### src/rtl/alu_frame_sequencer_pkg.sv
// Shared definitions for the ALU frame sequencer: FSM state encoding,
// status-byte bit positions and the default inter-byte idle limit.
package alu_uart_pkg;

  localparam int unsigned TIMEOUT_CYCLES_DEFAULT = 50000;

  // Status byte layout sent after each result byte
  localparam int unsigned STATUS_CARRY_BIT = 0;
  localparam int unsigned STATUS_ZERO_BIT  = 1;

  typedef enum logic [2:0] {
    ST_GET_A    = 3'd0,
    ST_GET_B    = 3'd1,
    ST_GET_OP   = 3'd2,
    ST_EXEC     = 3'd3,
    ST_SEND_RES = 3'd4,
    ST_SEND_FLG = 3'd5
  } state_t;

endpackage

### src/rtl/alu_frame_sequencer_if.sv
// UART FIFO handshake bundle between the sequencer and its RX/TX FIFOs.
//   i_rx_data/i_rx_empty : RX FIFO head byte and empty flag
//   o_rd_uart            : RX FIFO pop strobe
//   o_tx_data/o_wr_uart  : TX FIFO write data and push strobe
//   i_tx_full            : TX FIFO full flag
// slave = sequencer side, master = FIFO/environment side.
interface alu_frame_sequencer_if #(
  parameter int unsigned BUS_SIZE = 8
);
  logic [BUS_SIZE-1:0] i_rx_data;
  logic                i_rx_empty;
  logic                o_rd_uart;
  logic [BUS_SIZE-1:0] o_tx_data;
  logic                i_tx_full;
  logic                o_wr_uart;

  modport master (
    output i_rx_data, i_rx_empty, i_tx_full,
    input  o_rd_uart, o_tx_data, o_wr_uart
  );

  modport slave (
    input  i_rx_data, i_rx_empty, i_tx_full,
    output o_rd_uart, o_tx_data, o_wr_uart
  );
endinterface

### src/rtl/alu_frame_sequencer_timeout.sv
// Idle-cycle counter used to abort stalled frames.
//   i_clock/i_reset : clock, async active-high reset
//   clear_i         : synchronous clear (wins over enable)
//   enable_i        : count one idle cycle
//   tc_o            : counter sits at TIMEOUT_CYCLES-1
module frame_timeout_counter
  import alu_uart_pkg::*;
#(
  parameter int unsigned TIMEOUT_CYCLES = TIMEOUT_CYCLES_DEFAULT
) (
  input  logic i_clock,
  input  logic i_reset,
  input  logic clear_i,
  input  logic enable_i,
  output logic tc_o
);
  localparam int unsigned CNT_W = (TIMEOUT_CYCLES > 1) ? $clog2(TIMEOUT_CYCLES) : 1;

  logic [CNT_W-1:0] count_q;

  always_ff @(posedge i_clock or posedge i_reset) begin
    if (i_reset) begin
      count_q <= '0;
    end else if (clear_i) begin
      count_q <= '0;
    end else if (enable_i) begin
      count_q <= count_q + CNT_W'(1);
    end
  end

  assign tc_o = (count_q == CNT_W'(TIMEOUT_CYCLES - 1));
endmodule

### src/rtl/alu_frame_sequencer.sv
// Collects A, B and opcode bytes from the RX FIFO, latches the external
// ALU result for one cycle, then writes result and status bytes to TX.
//   i_clock/i_reset      : clock, async active-high reset
//   fifo_if (slave)      : RX/TX FIFO handshake
//   o_alu_a/b/op         : registered ALU operands and opcode
//   i_alu_result/carry   : combinational ALU outputs
//   o_result/o_carry     : last captured result and carry
//   o_busy               : high outside GET_A
//   o_timeout            : one-cycle pulse on frame abort
//   o_err_count          : saturating aborted-frame count
module alu_frame_sequencer
  import alu_uart_pkg::*;
#(
  parameter int unsigned BUS_SIZE       = 8,
  parameter int unsigned NB_OP          = 6,
  parameter int unsigned TIMEOUT_CYCLES = TIMEOUT_CYCLES_DEFAULT
) (
  input  logic                  i_clock,
  input  logic                  i_reset,
  alu_frame_sequencer_if.slave  fifo_if,
  output logic [BUS_SIZE-1:0]   o_alu_a,
  output logic [BUS_SIZE-1:0]   o_alu_b,
  output logic [NB_OP-1:0]      o_alu_op,
  input  logic [BUS_SIZE-1:0]   i_alu_result,
  input  logic                  i_alu_carry,
  output logic [BUS_SIZE-1:0]   o_result,
  output logic                  o_carry,
  output logic                  o_busy,
  output logic                  o_timeout,
  output logic [7:0]            o_err_count
);
  state_t              state_q;
  logic [BUS_SIZE-1:0] alu_a_q, alu_b_q, result_q;
  logic [NB_OP-1:0]    alu_op_q;
  logic                carry_q, zero_q, timeout_q;
  logic [7:0]          err_count_q;

  logic                in_get_c, in_send_c, wait_byte_c;
  logic                rx_accept_c, tx_accept_c, abort_c, cnt_clear_c, tc_c;
  logic [BUS_SIZE-1:0] status_c;

  // Handshake decode; strobes are forced low while reset is asserted
  always_comb begin
    in_get_c    = (state_q == ST_GET_A) || (state_q == ST_GET_B) || (state_q == ST_GET_OP);
    in_send_c   = (state_q == ST_SEND_RES) || (state_q == ST_SEND_FLG);
    rx_accept_c = in_get_c && !fifo_if.i_rx_empty && !i_reset;
    tx_accept_c = in_send_c && !fifo_if.i_tx_full && !i_reset;
    wait_byte_c = ((state_q == ST_GET_B) || (state_q == ST_GET_OP)) && fifo_if.i_rx_empty;
    // An arriving byte at terminal count is accepted, so abort needs RX empty
    abort_c     = wait_byte_c && tc_c;
    cnt_clear_c = rx_accept_c || (state_q == ST_GET_A) || abort_c;
    status_c                   = '0;
    status_c[STATUS_CARRY_BIT] = carry_q;
    status_c[STATUS_ZERO_BIT]  = zero_q;
  end

  frame_timeout_counter #(
    .TIMEOUT_CYCLES (TIMEOUT_CYCLES)
  ) u_idle_cnt (
    .i_clock  (i_clock),
    .i_reset  (i_reset),
    .clear_i  (cnt_clear_c),
    .enable_i (wait_byte_c),
    .tc_o     (tc_c)
  );

  // Frame FSM and all registered outputs
  always_ff @(posedge i_clock or posedge i_reset) begin
    if (i_reset) begin
      state_q     <= ST_GET_A;
      alu_a_q     <= '0;
      alu_b_q     <= '0;
      alu_op_q    <= '0;
      result_q    <= '0;
      carry_q     <= 1'b0;
      zero_q      <= 1'b0;
      timeout_q   <= 1'b0;
      err_count_q <= '0;
    end else begin
      timeout_q <= abort_c;
      if (abort_c && (err_count_q != 8'hFF)) begin
        err_count_q <= err_count_q + 8'd1;
      end
      case (state_q)
        ST_GET_A: begin
          if (rx_accept_c) begin
            alu_a_q <= fifo_if.i_rx_data;
            state_q <= ST_GET_B;
          end
        end
        ST_GET_B: begin
          if (rx_accept_c) begin
            alu_b_q <= fifo_if.i_rx_data;
            state_q <= ST_GET_OP;
          end else if (abort_c) begin
            state_q <= ST_GET_A;
          end
        end
        ST_GET_OP: begin
          if (rx_accept_c) begin
            alu_op_q <= fifo_if.i_rx_data[NB_OP-1:0];
            state_q  <= ST_EXEC;
          end else if (abort_c) begin
            state_q <= ST_GET_A;
          end
        end
        ST_EXEC: begin
          result_q <= i_alu_result;
          carry_q  <= i_alu_carry;
          zero_q   <= (i_alu_result == '0);
          state_q  <= ST_SEND_RES;
        end
        ST_SEND_RES: begin
          if (tx_accept_c) begin
            state_q <= ST_SEND_FLG;
          end
        end
        ST_SEND_FLG: begin
          if (tx_accept_c) begin
            state_q <= ST_GET_A;
          end
        end
        default: state_q <= ST_GET_A;
      endcase
    end
  end

  assign fifo_if.o_rd_uart = rx_accept_c;
  assign fifo_if.o_wr_uart = tx_accept_c;
  assign fifo_if.o_tx_data = (state_q == ST_SEND_FLG) ? status_c : result_q;

  assign o_alu_a     = alu_a_q;
  assign o_alu_b     = alu_b_q;
  assign o_alu_op    = alu_op_q;
  assign o_result    = result_q;
  assign o_carry     = carry_q;
  assign o_busy      = (state_q != ST_GET_A);
  assign o_timeout   = timeout_q;
  assign o_err_count = err_count_q;
endmodule

### src/flat_wrapper.sv
// flat-port wrapper written by rule: the top's interface ports become plain ports
module alu_frame_sequencer_flat import alu_uart_pkg::*;
#(
  parameter int unsigned BUS_SIZE       = 8,
  parameter int unsigned NB_OP          = 6,
  parameter int unsigned TIMEOUT_CYCLES = TIMEOUT_CYCLES_DEFAULT
)
  (i_clock, i_reset, o_alu_a, o_alu_b, o_alu_op, i_alu_result, i_alu_carry, o_result, o_carry, o_busy, o_timeout, o_err_count, fifo_if_i_rx_data, fifo_if_i_rx_empty, fifo_if_i_tx_full, fifo_if_o_rd_uart, fifo_if_o_tx_data, fifo_if_o_wr_uart);
  alu_frame_sequencer_if #(.BUS_SIZE(BUS_SIZE)) fifo_if_i ();
  input  logic i_clock;
  input  logic i_reset;
  output logic [BUS_SIZE-1:0] o_alu_a;
  output logic [BUS_SIZE-1:0] o_alu_b;
  output logic [NB_OP-1:0] o_alu_op;
  input  logic [BUS_SIZE-1:0] i_alu_result;
  input  logic i_alu_carry;
  output logic [BUS_SIZE-1:0] o_result;
  output logic o_carry;
  output logic o_busy;
  output logic o_timeout;
  output logic [7:0] o_err_count;
  input wire logic [$bits(fifo_if_i.i_rx_data)-1:0] fifo_if_i_rx_data;
  input wire logic [$bits(fifo_if_i.i_rx_empty)-1:0] fifo_if_i_rx_empty;
  input wire logic [$bits(fifo_if_i.i_tx_full)-1:0] fifo_if_i_tx_full;
  output wire logic [$bits(fifo_if_i.o_rd_uart)-1:0] fifo_if_o_rd_uart;
  output wire logic [$bits(fifo_if_i.o_tx_data)-1:0] fifo_if_o_tx_data;
  output wire logic [$bits(fifo_if_i.o_wr_uart)-1:0] fifo_if_o_wr_uart;
  assign fifo_if_i.i_rx_data = fifo_if_i_rx_data;
  assign fifo_if_i.i_rx_empty = fifo_if_i_rx_empty;
  assign fifo_if_i.i_tx_full = fifo_if_i_tx_full;
  assign fifo_if_o_rd_uart = fifo_if_i.o_rd_uart;
  assign fifo_if_o_tx_data = fifo_if_i.o_tx_data;
  assign fifo_if_o_wr_uart = fifo_if_i.o_wr_uart;
  alu_frame_sequencer #(.BUS_SIZE(BUS_SIZE), .NB_OP(NB_OP), .TIMEOUT_CYCLES(TIMEOUT_CYCLES)) u_core (.i_clock(i_clock), .i_reset(i_reset), .fifo_if(fifo_if_i), .o_alu_a(o_alu_a), .o_alu_b(o_alu_b), .o_alu_op(o_alu_op), .i_alu_result(i_alu_result), .i_alu_carry(i_alu_carry), .o_result(o_result), .o_carry(o_carry), .o_busy(o_busy), .o_timeout(o_timeout), .o_err_count(o_err_count));
endmodule
### config.mk
export PLATFORM = sky130hd
export DESIGN_NAME = alu_frame_sequencer_flat
export DESIGN_NICKNAME = d
export VERILOG_FILES = /design/src/rtl/alu_frame_sequencer_pkg.sv /design/src/rtl/alu_frame_sequencer_if.sv /design/src/rtl/alu_frame_sequencer_timeout.sv /design/src/rtl/alu_frame_sequencer.sv /design/src/flat_wrapper.sv
export SDC_FILE = /design/constraint.sdc
export NUM_CORES = 1
export LEC_CHECK = 0
export ABC_AREA = 1
export BUFFER_PORTS_ARGS = -buffer_cell sky130_fd_sc_hd__buf_2
export CORE_MARGIN = 2
export CORE_UTILIZATION = 54
export DETAILED_ROUTE_END_ITERATION = 16
export PLACE_DENSITY = 0.8
export SYNTH_ARGS = -nofsm -noshare
export SYNTH_HDL_FRONTEND = slang
export SYNTH_SLANG_ARGS = --single-unit
### constraint.sdc
create_clock -name i_clock -period 2.11 [get_ports i_clock]
set_input_delay 0.422 -clock i_clock [delete_from_list [all_inputs] [get_ports i_clock]]
set_output_delay 0.422 -clock i_clock [all_outputs]
set_load 0.01 [all_outputs]
==> metrics <==
cts bufs inserted 9; number of library cell types mapped by synthesis 29; Critical Path RT 1690 ps; GPL Wtd Cong 0.920; final net count 510; FFs w/ async S/R, synth 1.00; fin crit share 0.949; syn avg cell area 7.52 µm²; area share of the leading cell type in the synthesized netlist 0.488; Total GRT Usage 0.233; GR Overflow Total 0; area of the multi-input gates 1320 µm²; Setup violations, final 0; cell taking the most area after synthesis dfrtp_1; Die H 79.5 µm; Maximum Capacitance Violations 0; die area 6320 µm²; worst slack, placed 329 ps; NetSw 1.74 mW; clock insertion delay at the later pin of the skew report 340 ps; largest net degree at the start of global routing 46; initial antenna violation count 0; WL final 6730 µm; Core Region 5510 µm²; CP arrival 1580 ps; synth cell count leaders nand2_1, dfrtp_1, inv_1, nor2_1, o21ai_0; PD cells 1190 nW/µm²; Starting Density 0.559; Mapped Cells 409; Fillers 468; sequential area share after synthesis 0.488; HP Class primary input to async pin; DR iter-0 viols 167; Leak 2.06 nW; Comb pwr share 0.372; Fin. Hold Viols 0; vias in the first global route 2740; Reg area 1500 µm²; top post-synthesis cells by area dfrtp_1, nand2_1, inv_1; Area growth, synth to finish 21.2%; H-Tree Depth 3; non-filler cells, final 564; Total Power 4.42 mW; sequential share of power 0.383; Cell Rows 27; Post-DP Area 3510 µm²; Max-slew headroom 0.649; FMAX 499 MHz; post-CTS setup buffer count 0; Placed Cells 547; worst-margin pin slew 525 ps; Post-synth EDFFs 0; outcome complete, no violations; cell area after layout 3730 µm²; Yosys Warn Count 0; type of origin of the critical path register; Final HPWL DP 4740 µm; routed vias 2796; DR WL/cell 11.9 µm; Ant. Diodes 0; fraction of layout cells with a size suffix above 1 0.215; Clock Sinks 60; Sw Share 0.393; fin util 0.677; worst vdd ir 0.942 mV; clock-pin slew on the worst setup and hold paths 80 ps; Post-route DRC 0; minimum clock period 2000 ps; mapped cell area 3080 µm²; first-pass GRT wire length 11600 µm; count leader, synth nand2_1; post-route ant nets 0; Yosys reg bits 60; CTS Hold Bufs 0; crit path kind register to primary output; IO Pins 72; CTS tree done; Critical Path Fanout Max 6; commonest register cell after synthesis dfrtp_1; Mapped Nets 432; I/O Buffers 71; clock tree buffer depth 2; number of max-slew violations in the final report 0; Clock Power Share 0.245; Vias/cell 4.96; P_int 2.68 mW; reg2reg path depth 7; Final Skew 8.49 ps; final worst setup slack 108 ps; First-pass DRT Iterations 4; Clk Tree Root Cell clkbuf_8; Die X 79.5 µm; element type at the critical path end primary output
-- worst max-delay path: stages (launching register included) --
cell and delay [ps]:
dfrtp_1 450, nor2_1 170, inv_1 100, nor2_4 120, clkinv_2 110, o21ai_0 140, buf_2 150
-- registers in the layout (all words and copies together) (netlist names) --
register / flops
u_core.o_alu_b: 8
u_core.o_alu_a: 8
u_core.o_result: 8
u_core.state_q: 3
u_core.o_alu_op: 6
u_core.o_timeout: 1
u_core.zero_q: 1
u_core.o_err_count: 8
u_core.u_idle_cnt.count_q: 16
u_core.o_carry: 1
-- power by group through the flow --
stage | Combinational [mW] | Clock [mW] | Sequential [mW]
after floorplan | 0.896 | 0 | 1.83
after global placement | 1.59 | 0 | 1.70
after detailed placement | 1.63 | 0 | 1.70
after CTS | 1.63 | 1.11 | 1.69
after global routing | 1.86 | 1.15 | 1.74
final | 1.64 | 1.08 | 1.69
-- kinds of logic after synthesis --
| group | count (synthesis) | synth area share |
|---|---|---|
| buf+inv | 67 | 0.0870 |
| simple gates | 227 | 0.320 |
| compound gates | 46 | 0.0765 |
| flops | 60 | 0.488 |
| xor+xnor | 7 | 0.0199 |
| fa+ha+maj | 2 | 0.00813 |
-- stage by stage --
stage / hold slack, ps / setup TNS (ps)
2_1_floorplan: 452 / 0
3_3_place_gp: 462 / 0
3_5_place_dp: 468 / 0
4_1_cts: 101 / 0
5_1_grt: 118 / -16.5
6_report: 94.6 / 0
-- repair_timing --
action	in CTS	in global routing
cloned	0	1
resized for setup	1	3
setup endpoints to repair	2	8
hold endpoints to repair	0	0
-- cell type report --
type,instances,area share
inverter,60,0.0607
tap,72,0.0242
sequential,60,0.403
multi-input combinational,282,0.353
clock inverter,6,0.0191
timing repair inverter,1,0.00101
clock buffer,10,0.0369
timing repair buffer,73,0.103
-- layout by cell type, fill, tap and decap left out, types with 6 or more instances in the layout --
cell / Yosys / final
dfrtp_1: 60 / 60
nand4_1: 8 / 8
nand3_1: 19 / 19
inv_1: 57 / 56
o21ai_0: 39 / 39
nand2_1: 129 / 129
buf_2: 1 / 71
nor2_1: 51 / 50
clkbuf_8: 0 / 10
nor3_1: 6 / 6
-- metal layers --
layer  share of wire  GRT usage
met5               0          0
met4           0.013     0.0862
met3           0.050     0.0701
met2            0.51      0.394
met1            0.43      0.281
-- path summary, 6_finish.rpt --
kind / from / endpoint / slack, ps
min: i_reset / u_core.u_idle_cnt.count_q[0]$_DFFE_PP0P_ / 90
max in group asynchronous: i_reset / u_core.o_alu_op[2]$_DFFE_PP0P_ / 1460
min reg2reg: u_core.o_alu_a[7]$_DFFE_PP0P_ / u_core.o_alu_a[7]$_DFFE_PP0P_ / 480
max reg2reg: u_core.state_q[1]$_DFFE_PP0P_ / u_core.u_idle_cnt.count_q[6]$_DFFE_PP0P_ / 300
max: u_core.state_q[1]$_DFFE_PP0P_ / fifo_if_o_tx_data[0] / 110
min in group i_clock: fifo_if_i_rx_data[7] / u_core.o_alu_a[7]$_DFFE_PP0P_ / 340
Note: power is estimated with default switching activity, not from simulation.
